### src/rtl/hazard_stall_ctrl.sv
// ID-stage hazard control: load-use and MDU scoreboard stalls, branch flush, launch of the single MDU.
// Hazard outputs are same-cycle combinational; FSM, watchdog and stall counter update on the clock edge.
module hazard_stall_ctrl #(
  parameter int REG_AW     = 5,
  parameter int CNT_W      = 32,
  parameter int MD_TIMEOUT = 64
) (
  input  logic              clk_i,
  input  logic              rst_i,
  input  logic              ID_Valid_i,
  input  logic [REG_AW-1:0] ID_Rs1_i,
  input  logic [REG_AW-1:0] ID_Rs2_i,
  input  logic              ID_UseRs1_i,
  input  logic              ID_UseRs2_i,
  input  logic [REG_AW-1:0] ID_Rd_i,
  input  logic              ID_IsMulDiv_i,
  input  logic              EX_MemRead_i,
  input  logic [REG_AW-1:0] EX_Rd_i,
  input  logic              EX_BranchTaken_i,
  input  logic              MDU_Done_i,
  output logic              PCWrite_o,
  output logic              IF_ID_Write_o,
  output logic              IF_ID_Flush_o,
  output logic              ID_EX_Bubble_o,
  output logic              MDU_Start_o,
  output logic              MDU_Busy_o,
  output logic              MDU_Timeout_o,
  output logic [CNT_W-1:0]  Stall_Cnt_o
);

  localparam int WD_W = (MD_TIMEOUT > 2) ? $clog2(MD_TIMEOUT) : 1;
  localparam logic [WD_W-1:0] WD_LAST = WD_W'(MD_TIMEOUT - 1);

  typedef enum logic {RUN, MD_WAIT} state_t;

  state_t            state;
  logic [REG_AW-1:0] pend_rd;
  logic [WD_W-1:0]   wd_cnt;
  logic              timeout_q;
  logic [CNT_W-1:0]  stall_cnt;

  logic busy, hit_ex, hit_pend, lu, md_raw, md_str, stall, launch;

  assign busy = (state == MD_WAIT);

  // Register 0 is hardwired zero, so a match on it is never a real dependency.
  assign hit_ex   = ID_Valid_i & (EX_Rd_i != '0) &
                    ((ID_UseRs1_i & (ID_Rs1_i == EX_Rd_i)) | (ID_UseRs2_i & (ID_Rs2_i == EX_Rd_i)));
  assign hit_pend = ID_Valid_i & (pend_rd != '0) &
                    ((ID_UseRs1_i & (ID_Rs1_i == pend_rd)) | (ID_UseRs2_i & (ID_Rs2_i == pend_rd)));

  assign lu     = EX_MemRead_i & hit_ex;
  assign md_raw = busy & hit_pend;
  assign md_str = busy & ID_Valid_i & ID_IsMulDiv_i;
  assign stall  = (lu | md_raw | md_str) & ~EX_BranchTaken_i;
  assign launch = (state == RUN) & ID_Valid_i & ID_IsMulDiv_i & ~stall & ~EX_BranchTaken_i;

  assign PCWrite_o      = ~rst_i & ~stall;
  assign IF_ID_Write_o  = ~rst_i & ~stall;
  assign IF_ID_Flush_o  = ~rst_i & EX_BranchTaken_i;
  assign ID_EX_Bubble_o = rst_i | stall | EX_BranchTaken_i;
  assign MDU_Start_o    = ~rst_i & launch;
  assign MDU_Busy_o     = busy;
  assign MDU_Timeout_o  = timeout_q;
  assign Stall_Cnt_o    = stall_cnt;

  always_ff @(posedge clk_i) begin
    if (rst_i) begin
      state     <= RUN;
      pend_rd   <= '0;
      wd_cnt    <= '0;
      timeout_q <= 1'b0;
      stall_cnt <= '0;
    end else begin
      if (stall && (stall_cnt != '1))
        stall_cnt <= stall_cnt + CNT_W'(1);

      case (state)
        RUN: begin
          // Done while idle is stray and ignored.
          if (launch) begin
            pend_rd <= ID_Rd_i;
            wd_cnt  <= '0;
            state   <= MD_WAIT;
          end
        end
        MD_WAIT: begin
          // A taken branch never cancels the op: it is older than the branch.
          if (MDU_Done_i) begin
            state   <= RUN;
            pend_rd <= '0;
            wd_cnt  <= '0;
          end else if (wd_cnt == WD_LAST) begin
            timeout_q <= 1'b1;
            state     <= RUN;
            pend_rd   <= '0;
            wd_cnt    <= '0;
          end else begin
            wd_cnt <= wd_cnt + WD_W'(1);
          end
        end
        default: state <= RUN;
      endcase
    end
  end

endmodule
### config.mk
export PLATFORM = sky130hd
export DESIGN_NAME = hazard_stall_ctrl
export DESIGN_NICKNAME = d
export VERILOG_FILES = /design/src/rtl/hazard_stall_ctrl.sv
export SDC_FILE = /design/constraint.sdc
export NUM_CORES = 1
export LEC_CHECK = 0
export ABC_AREA = 0
export CORE_ASPECT_RATIO = 1.75
export CORE_MARGIN = 2
export CORE_UTILIZATION = 38
export CTS_CLUSTER_DIAMETER = 80
export CTS_CLUSTER_SIZE = 14
export DETAILED_ROUTE_END_ITERATION = 16
export PLACE_DENSITY_LB_ADDON = 0.25
export SLEW_MARGIN = 5
export SYNTH_ARGS = -nofsm -noshare
export SYNTH_HDL_FRONTEND = slang
export SYNTH_SLANG_ARGS = --single-unit
### constraint.sdc
create_clock -name clk_i -period 2.5 [get_ports clk_i]
set_clock_uncertainty 0.2 [all_clocks]
set_input_delay 0.25 -clock clk_i [delete_from_list [all_inputs] [get_ports clk_i]]
set_output_delay 0.25 -clock clk_i [all_outputs]
set_load 0.01 [all_outputs]
==> results of run 1 <==
worst register-to-register path: stages, from the launching register on:
cell and delay, ps:
dfxtp_2 330, buf_6 120, xnor2_1 210, nand4_1 180
nor3_4 270, o211ai_2 140, buf_4 170, buf_8 130
a21o_4 250, buf_6 140, or3_1 300, a21oi_1 120
worst max path at each step:
stage                                  startpoint                           end  slack (ps)
after global placement                 EX_Rd_i[1]                   MDU_Start_o        -500
after global routing      pend_rd[2]$_SDFFE_PP0P_                ID_EX_Bubble_o        -190
after detailed placement               EX_Rd_i[1]                   MDU_Start_o        -510
after CTS                 pend_rd[2]$_SDFFE_PP0P_                ID_EX_Bubble_o        -140
after floorplan           pend_rd[2]$_SDFFE_PP0P_  Stall_Cnt_o[11]$_SDFFE_PP0P_          20
final                     pend_rd[2]$_SDFFE_PP0P_                ID_EX_Bubble_o        -110
logic make-up after synthesis:
kind of cell    synth area share, %
fa+ha+maj                     0.959
flops                          34.5
buf+inv                        4.75
compound gates                 17.7
simple gates                   27.4
mux                            2.54
xor+xnor                       12.1
repair_timing:
item | in CTS | in global routing
pin swaps | 6 | 23
setup endpoints to repair | 21 | 21
hold endpoints to repair | 0 | 0
setup buffers | 1 | 7
gates resized for setup | 36 | 49
power groups by stage:
stage / clock network [mW] / logic, mW / registers (mW)
floorplan: 0 / 0.0735 / 0.741
global placement: 0 / 0.175 / 0.741
detailed placement: 0 / 0.178 / 0.741
CTS: 0.720 / 0.187 / 0.725
global route: 0.760 / 0.210 / 0.726
finish: 0.702 / 0.199 / 0.726
Yosys cell counts (all sizes together):
library cell	number	area, um^2
a2111oi	5	62.6
a211oi	9	67.6
a21bo	1	10.0
a21o	1	7.51
a21oi	13	65.1
a22o	5	43.8
a22oi	1	7.51
a31o	1	8.76
and2	2	12.5
and2b	1	7.51
and3	6	38.8
and4	5	45.0
buf	8	65.1
clkbuf	4	15.0
dfxtp	45	901
dlygate4sd3	1	10.0
ha	2	25.0
inv	9	33.8
mux2	5	56.3
mux2i	1	10.0
nand2	14	52.6
nand2b	4	25.0
nand3	16	110
nand3b	1	7.51
nand4	11	68.8
nor2	33	124
nor2b	7	43.8
nor3	4	20.0
nor3b	2	20.0
nor4	6	37.5
o2111ai	1	26.3
o211ai	1	12.5
o21ai	11	55.1
o21ba	1	10.0
o22ai	1	6.26
o31a	1	8.76
o31ai	7	71.3
or2	1	6.26
or3	7	48.8
or4	6	46.3
xnor2	35	307
xor2	1	8.76
area by class of cell:
| cell class | count | area share [%] |
|---|---|---|
| inverters | 9 | 0.787 |
| well taps | 84 | 2.45 |
| clock buffers | 7 | 3.56 |
| repair buffers | 143 | 29.4 |
| flip-flops and latches | 45 | 21.1 |
| multi-input cells | 229 | 42.6 |
| clock inverters | 1 | 0.117 |
flip-flops by register name, summed over array words and instances (netlist names):
| name | cells |
|---|---|
| MDU_Timeout_o | 1 |
| MDU_Busy_o | 1 |
| pend_rd | 5 |
| Stall_Cnt_o | 32 |
| wd_cnt | 6 |
metal layers:
layer  vias up  share of wire, %  GRT usage, %
met5         -                 0             0
met4         0               1.9          7.89
met3        11               5.3          3.94
met2        77                55          40.7
met1      1332                38          22.0
li1       1350                 -             -
==> flow_metrics.env, run 1 <==
export IMPL_layout_setup_ws_ps=-113
export IMPL_dp_worst_setup_slack_ps=-512
export IMPL_fin_worst_hold_slack_ps=258
export IMPL_fillCellCount=554
export IMPL_root_buffer="clkbuf_16"
export IMPL_cts_inserted_buffers=5
export IMPL_dpl_instance_area_um2=3820
export IMPL_htreeDepth=2
export IMPL_total_power_mw=1.63
export IMPL_fin_crit_ps=2610
export IMPL_final_setup_tns_ps=-633
export IMPL_insertion_delay_ps=290
export IMPL_multiInputGateArea_um2=1830
export IMPL_vias=2770
export IMPL_wirelength_um=8130
export IMPL_firstDrtPassIters=4
export IMPL_slowest_stage="or4_4"
export IMPL_critPathCaptureType="primary output"
export IMPL_gp_congestion=0.812
export IMPL_critPathKind="reg2out"
export IMPL_power_share_clock_pct=43.1
export IMPL_layout_common_cells="buf_4, clkdlybuf4s50_1, dfxtp_1"
export IMPL_synth_seq_cells=45
export IMPL_critPathTopFamily="simple AND/OR/NAND/NOR gates"
export IMPL_wire_per_inst_um=15.7
export IMPL_die_y_um=114
export IMPL_path_clk_slew_ps=60
export IMPL_worst_endpoint_required_ps=2050
export IMPL_worstHoldStart="wd_cnt[5]$_SDFFE_PP0P_"
export IMPL_max_cap_viol_count=0
export IMPL_max_freq_ghz=0.383
export IMPL_p_sw_share_pct=22.9
export IMPL_fin_nets=464
export IMPL_p_sw_uw=373
export IMPL_grt_overflow=0
export IMPL_final_antenna_net_count=0
export IMPL_grt_use_total_pct=21.3
export IMPL_status="complete, but fails checks"
export IMPL_io_buffers=67
export IMPL_dieArea_um2=7570
export IMPL_grt_pass1_vias=2697
export IMPL_syn2layout_area_growth_pct=64.6
export IMPL_drv_slew=0
export IMPL_regToRegEndpoint="Stall_Cnt_o[6]$_SDFFE_PP0P_"
export IMPL_via_per_inst=5.35
export IMPL_drive_gt1_share_pct=33.9
export IMPL_final_cell_area_um2=4290
export IMPL_path_buf_inv=1
export IMPL_fp_coreArea_um2=6760
export IMPL_synth_seq_area_share_pct=34.5
export IMPL_critPathMaxStageDelay_ps=550
export IMPL_cts_tree="done"
export IMPL_final_hold_viol_count=0
export IMPL_dp_final_hpwl_um=5800
export IMPL_drt_initial_drc_count=131
export IMPL_syn_nets=327
export IMPL_rsz0062_at_grt="true"
export IMPL_ys_warn_count=0
export IMPL_initial_core_util_pct=38.6
export IMPL_syn_inst=296
export IMPL_fin_cells=518
export IMPL_rrSetupSlack_ps=-100
export IMPL_clockBufferDepth=2
export IMPL_power_per_cell_area_nw_per_um2=379
export IMPL_violations="setup timing"
export IMPL_hp_class="reg2reg"
export IMPL_synth_area_per_cell_um2=8.81
export IMPL_hold_end="wd_cnt[5]$_SDFFE_PP0P_"
export IMPL_cp_arrival_ps=2160
export IMPL_intPower_mw=1.25
export IMPL_post_place_cells=504
export IMPL_syn_area_um2=2610
export IMPL_cp_max_fo=2
export IMPL_whs_path_depth=1
export IMPL_critPathLaunchType="register"
export IMPL_vdd_drop_max_mv=0.350
export IMPL_hold_buffers=0
export IMPL_pin_count=68
export IMPL_antenna_found_initial=0
export IMPL_netlist_cell_type_count=55
export IMPL_r2r_cells=11
export IMPL_timing_rr_start="pend_rd[3]$_SDFFE_PP0P_"
export IMPL_fin_crit_sh_pct=105
export IMPL_p_seq_share_pct=44.6
export IMPL_seqCellArea_um2=906
export IMPL_max_slew_margin_rel_pct=70.0
export IMPL_tightest_slew_ps=448
export IMPL_grt_max_degree=26
export IMPL_cp_depth=7
export IMPL_drc=0
export IMPL_cts_sinks=45
export IMPL_grt_pass1_wl_um=12400
export IMPL_finish_utilization_pct=63.5
export IMPL_setup_viol=11
export IMPL_die_width_um=66.6
export IMPL_n_antenna_cell=0
export IMPL_final_common_cell="buf_4"
export IMPL_cp_cell_sequence="or4_4 > nor2_4 > o31ai_4 > o211ai_2 > nand2_2 > or3_1 > buf_2"
export IMPL_static_leakage_power_nw=1.62
export IMPL_num_rows=40
export IMPL_pwr_share_comb_pct=12.2
Power figures use the tool's default switching activity.
==> run 2, diff against run 1 <==
--- a/config.mk
+++ b/config.mk
@@ -6,10 +6,12 @@
 export NUM_CORES = 1
 export LEC_CHECK = 0
 export ABC_AREA = 0
+export CELL_PAD_IN_SITES_DETAIL_PLACEMENT = 2
+export CELL_PAD_IN_SITES_GLOBAL_PLACEMENT = 2
 export CORE_ASPECT_RATIO = 1.75
 export CORE_MARGIN = 2
-export CORE_UTILIZATION = 38
-export CTS_CLUSTER_DIAMETER = 80
+export CORE_UTILIZATION = 26
+export CTS_CLUSTER_DIAMETER = 40
 export CTS_CLUSTER_SIZE = 14
 export DETAILED_ROUTE_END_ITERATION = 16
 export PLACE_DENSITY_LB_ADDON = 0.25
==> run 2 against run 1 <==
  * The flow still finishes with violations (setup timing)
  * Hold slack better by 22 ps
  * Final area rose by 8.2%
  * Sequential share of layout area shrank 1.5 points
  * Sequential cell count is the same
  * Total power increased by 7.2%
  * Core utilization down 16 points
  * Register-to-register slack worse by 80 ps
  * Largest cell class unchanged
  * Highest routed layer unchanged
==> flow_metrics.env, run 2 (synthesis results as in run 1) <==
export IMPL_status="complete, but fails checks"
export IMPL_violations="setup timing"
export IMPL_drive_gt1_share_pct=41.4
export IMPL_max_cap_viol_count=0
export IMPL_critPathMaxStageDelay_ps=540
export IMPL_grt_pass1_vias=3386
export IMPL_hold_buffers=0
export IMPL_final_hold_viol_count=0
export IMPL_fin_crit_sh_pct=108
export IMPL_cts_sinks=45
export IMPL_multiInputGateArea_um2=2020
export IMPL_cp_arrival_ps=2250
export IMPL_drc=0
export IMPL_vdd_drop_max_mv=0.512
export IMPL_fin_worst_hold_slack_ps=280
export IMPL_drt_initial_drc_count=88
export IMPL_clockBufferDepth=2
export IMPL_critPathCaptureType="primary output"
export IMPL_setup_viol=25
export IMPL_syn2layout_area_growth_pct=78.0
export IMPL_dieArea_um2=10900
export IMPL_largest_reg_flops=32
export IMPL_max_freq_ghz=0.370
export IMPL_path_buf_inv=1
export IMPL_grt_max_degree=27
export IMPL_rsz0062_at_grt="true"
export IMPL_layout_setup_ws_ps=-202
export IMPL_grt_use_total_pct=21.9
export IMPL_critPathLaunchType="register"
export IMPL_via_per_inst=5.21
export IMPL_n_antenna_cell=0
export IMPL_critPathKind="reg2out"
export IMPL_initial_core_util_pct=26.6
export IMPL_fillCellCount=1017
export IMPL_grt_pass1_wl_um=17900
export IMPL_num_rows=48
export IMPL_insertion_delay_ps=300
export IMPL_dpl_instance_area_um2=3920
export IMPL_pin_count=68
export IMPL_cts_inserted_buffers=5
export IMPL_cp_max_fo=2
export IMPL_gp_congestion=0.769
export IMPL_critPathTopFamily="simple AND/OR/NAND/NOR gates"
export IMPL_vias=2943
export IMPL_final_common_cell="buf_4"
export IMPL_antenna_found_initial=0
export IMPL_power_per_cell_area_nw_per_um2=376
export IMPL_die_width_um=79.7
export IMPL_layout_common_cells="buf_4, clkdlybuf4s50_1, dfxtp_1"
export IMPL_slowest_stage="or4_4"
export IMPL_worst_endpoint_required_ps=2050
export IMPL_wire_per_inst_um=22.3
export IMPL_cts_tree="done"
export IMPL_fp_coreArea_um2=9790
export IMPL_static_leakage_power_nw=1.71
export IMPL_grt_overflow=0
export IMPL_cp_cell_sequence="or4_4 > nor2_4 > o31ai_4 > o211ai_4 > nand2_2 > or3_1 > buf_2"
export IMPL_dp_final_hpwl_um=8090
export IMPL_max_slew_margin_rel_pct=69.4
export IMPL_path_clk_slew_ps=70
export IMPL_final_cell_area_um2=4640
export IMPL_firstDrtPassIters=4
export IMPL_drv_slew=0
export IMPL_io_buffers=67
export IMPL_hp_class="reg2reg"
export IMPL_die_y_um=137
export IMPL_tightest_slew_ps=458
export IMPL_seqCellArea_um2=912
export IMPL_final_antenna_net_count=0
export IMPL_htreeDepth=2
export IMPL_root_buffer="clkbuf_16"
export IMPL_fin_crit_ps=2700
export IMPL_fin_nets=470
export IMPL_wirelength_um=12600
run 2: routing by layer:
| metal | global-route usage [%] | wire, um | up-vias |
|---|---|---|---|
| met4 | 12.2 | 545 | 0 |
| met3 | 3.23 | 366 | 32 |
| met2 | 44.0 | 7420 | 77 |
| li1 | - | - | 1361 |
| met5 | 0 | 0 | - |
| met1 | 20.0 | 4260 | 1473 |
run 2: timing repair:
action / CTS / global route
setup buffers: 5 / 4
pin swaps: 21 / 35
setup endpoints to repair: 29 / 34
gates resized for setup: 86 / 46
run 2: worst min-delay path, stage by stage, from the launching register on:
cell and delay [ps]:
dfxtp_1 330, a21oi_1 40, nor2_1 70
run 2: path summary, 6_finish.rpt:
kind                              startpoint                      endpoint  slack (ps)  depth (start not counted)
setup / recovery     pend_rd[2]$_SDFFE_PP0P_                ID_EX_Bubble_o        -200                          7
hold / removal    MDU_Timeout_o$_SDFFE_PP0P_    MDU_Timeout_o$_SDFFE_PP0P_         280                          2
setup reg to reg     pend_rd[4]$_SDFFE_PP0P_  Stall_Cnt_o[28]$_SDFFE_PP0P_        -180                         10
hold reg to reg   MDU_Timeout_o$_SDFFE_PP0P_    MDU_Timeout_o$_SDFFE_PP0P_         280                          2
run 2: layout make-up:
cell class                 count  area share [%]
timing repair buffer         149            29.0
clock buffer                   7            3.07
sequential                    45            19.6
multi-input combinational    229            43.5
inverter                       9           0.727
clock inverter                 1           0.647
tap                          125            3.37
run 2: through the flow:
step | instances | worst slack (ps) | total power, mW | utilization, % | setup TNS (ps)
global route | 565 | -234 | 1.80 | 47.4 | -3960
detailed placement | 551 | -535 | 0.922 | 40.0 | -13490
floorplan | 296 | 20.1 | 0.815 | - | 0
CTS | 561 | -179 | 1.75 | 45.0 | -450
global placement | 551 | -481 | 0.916 | 40.0 | -10270
finish | 565 | -202 | 1.75 | 47.4 | -1990
run 2: where the power goes:
part | leakage (nW) | switching [mW] | internal (mW) | total, mW
combinational | 1.26 | 0.100 | 0.108 | 0.208
sequential | 0.367 | 0.00576 | 0.721 | 0.727
clock | 0.0841 | 0.309 | 0.501 | 0.810
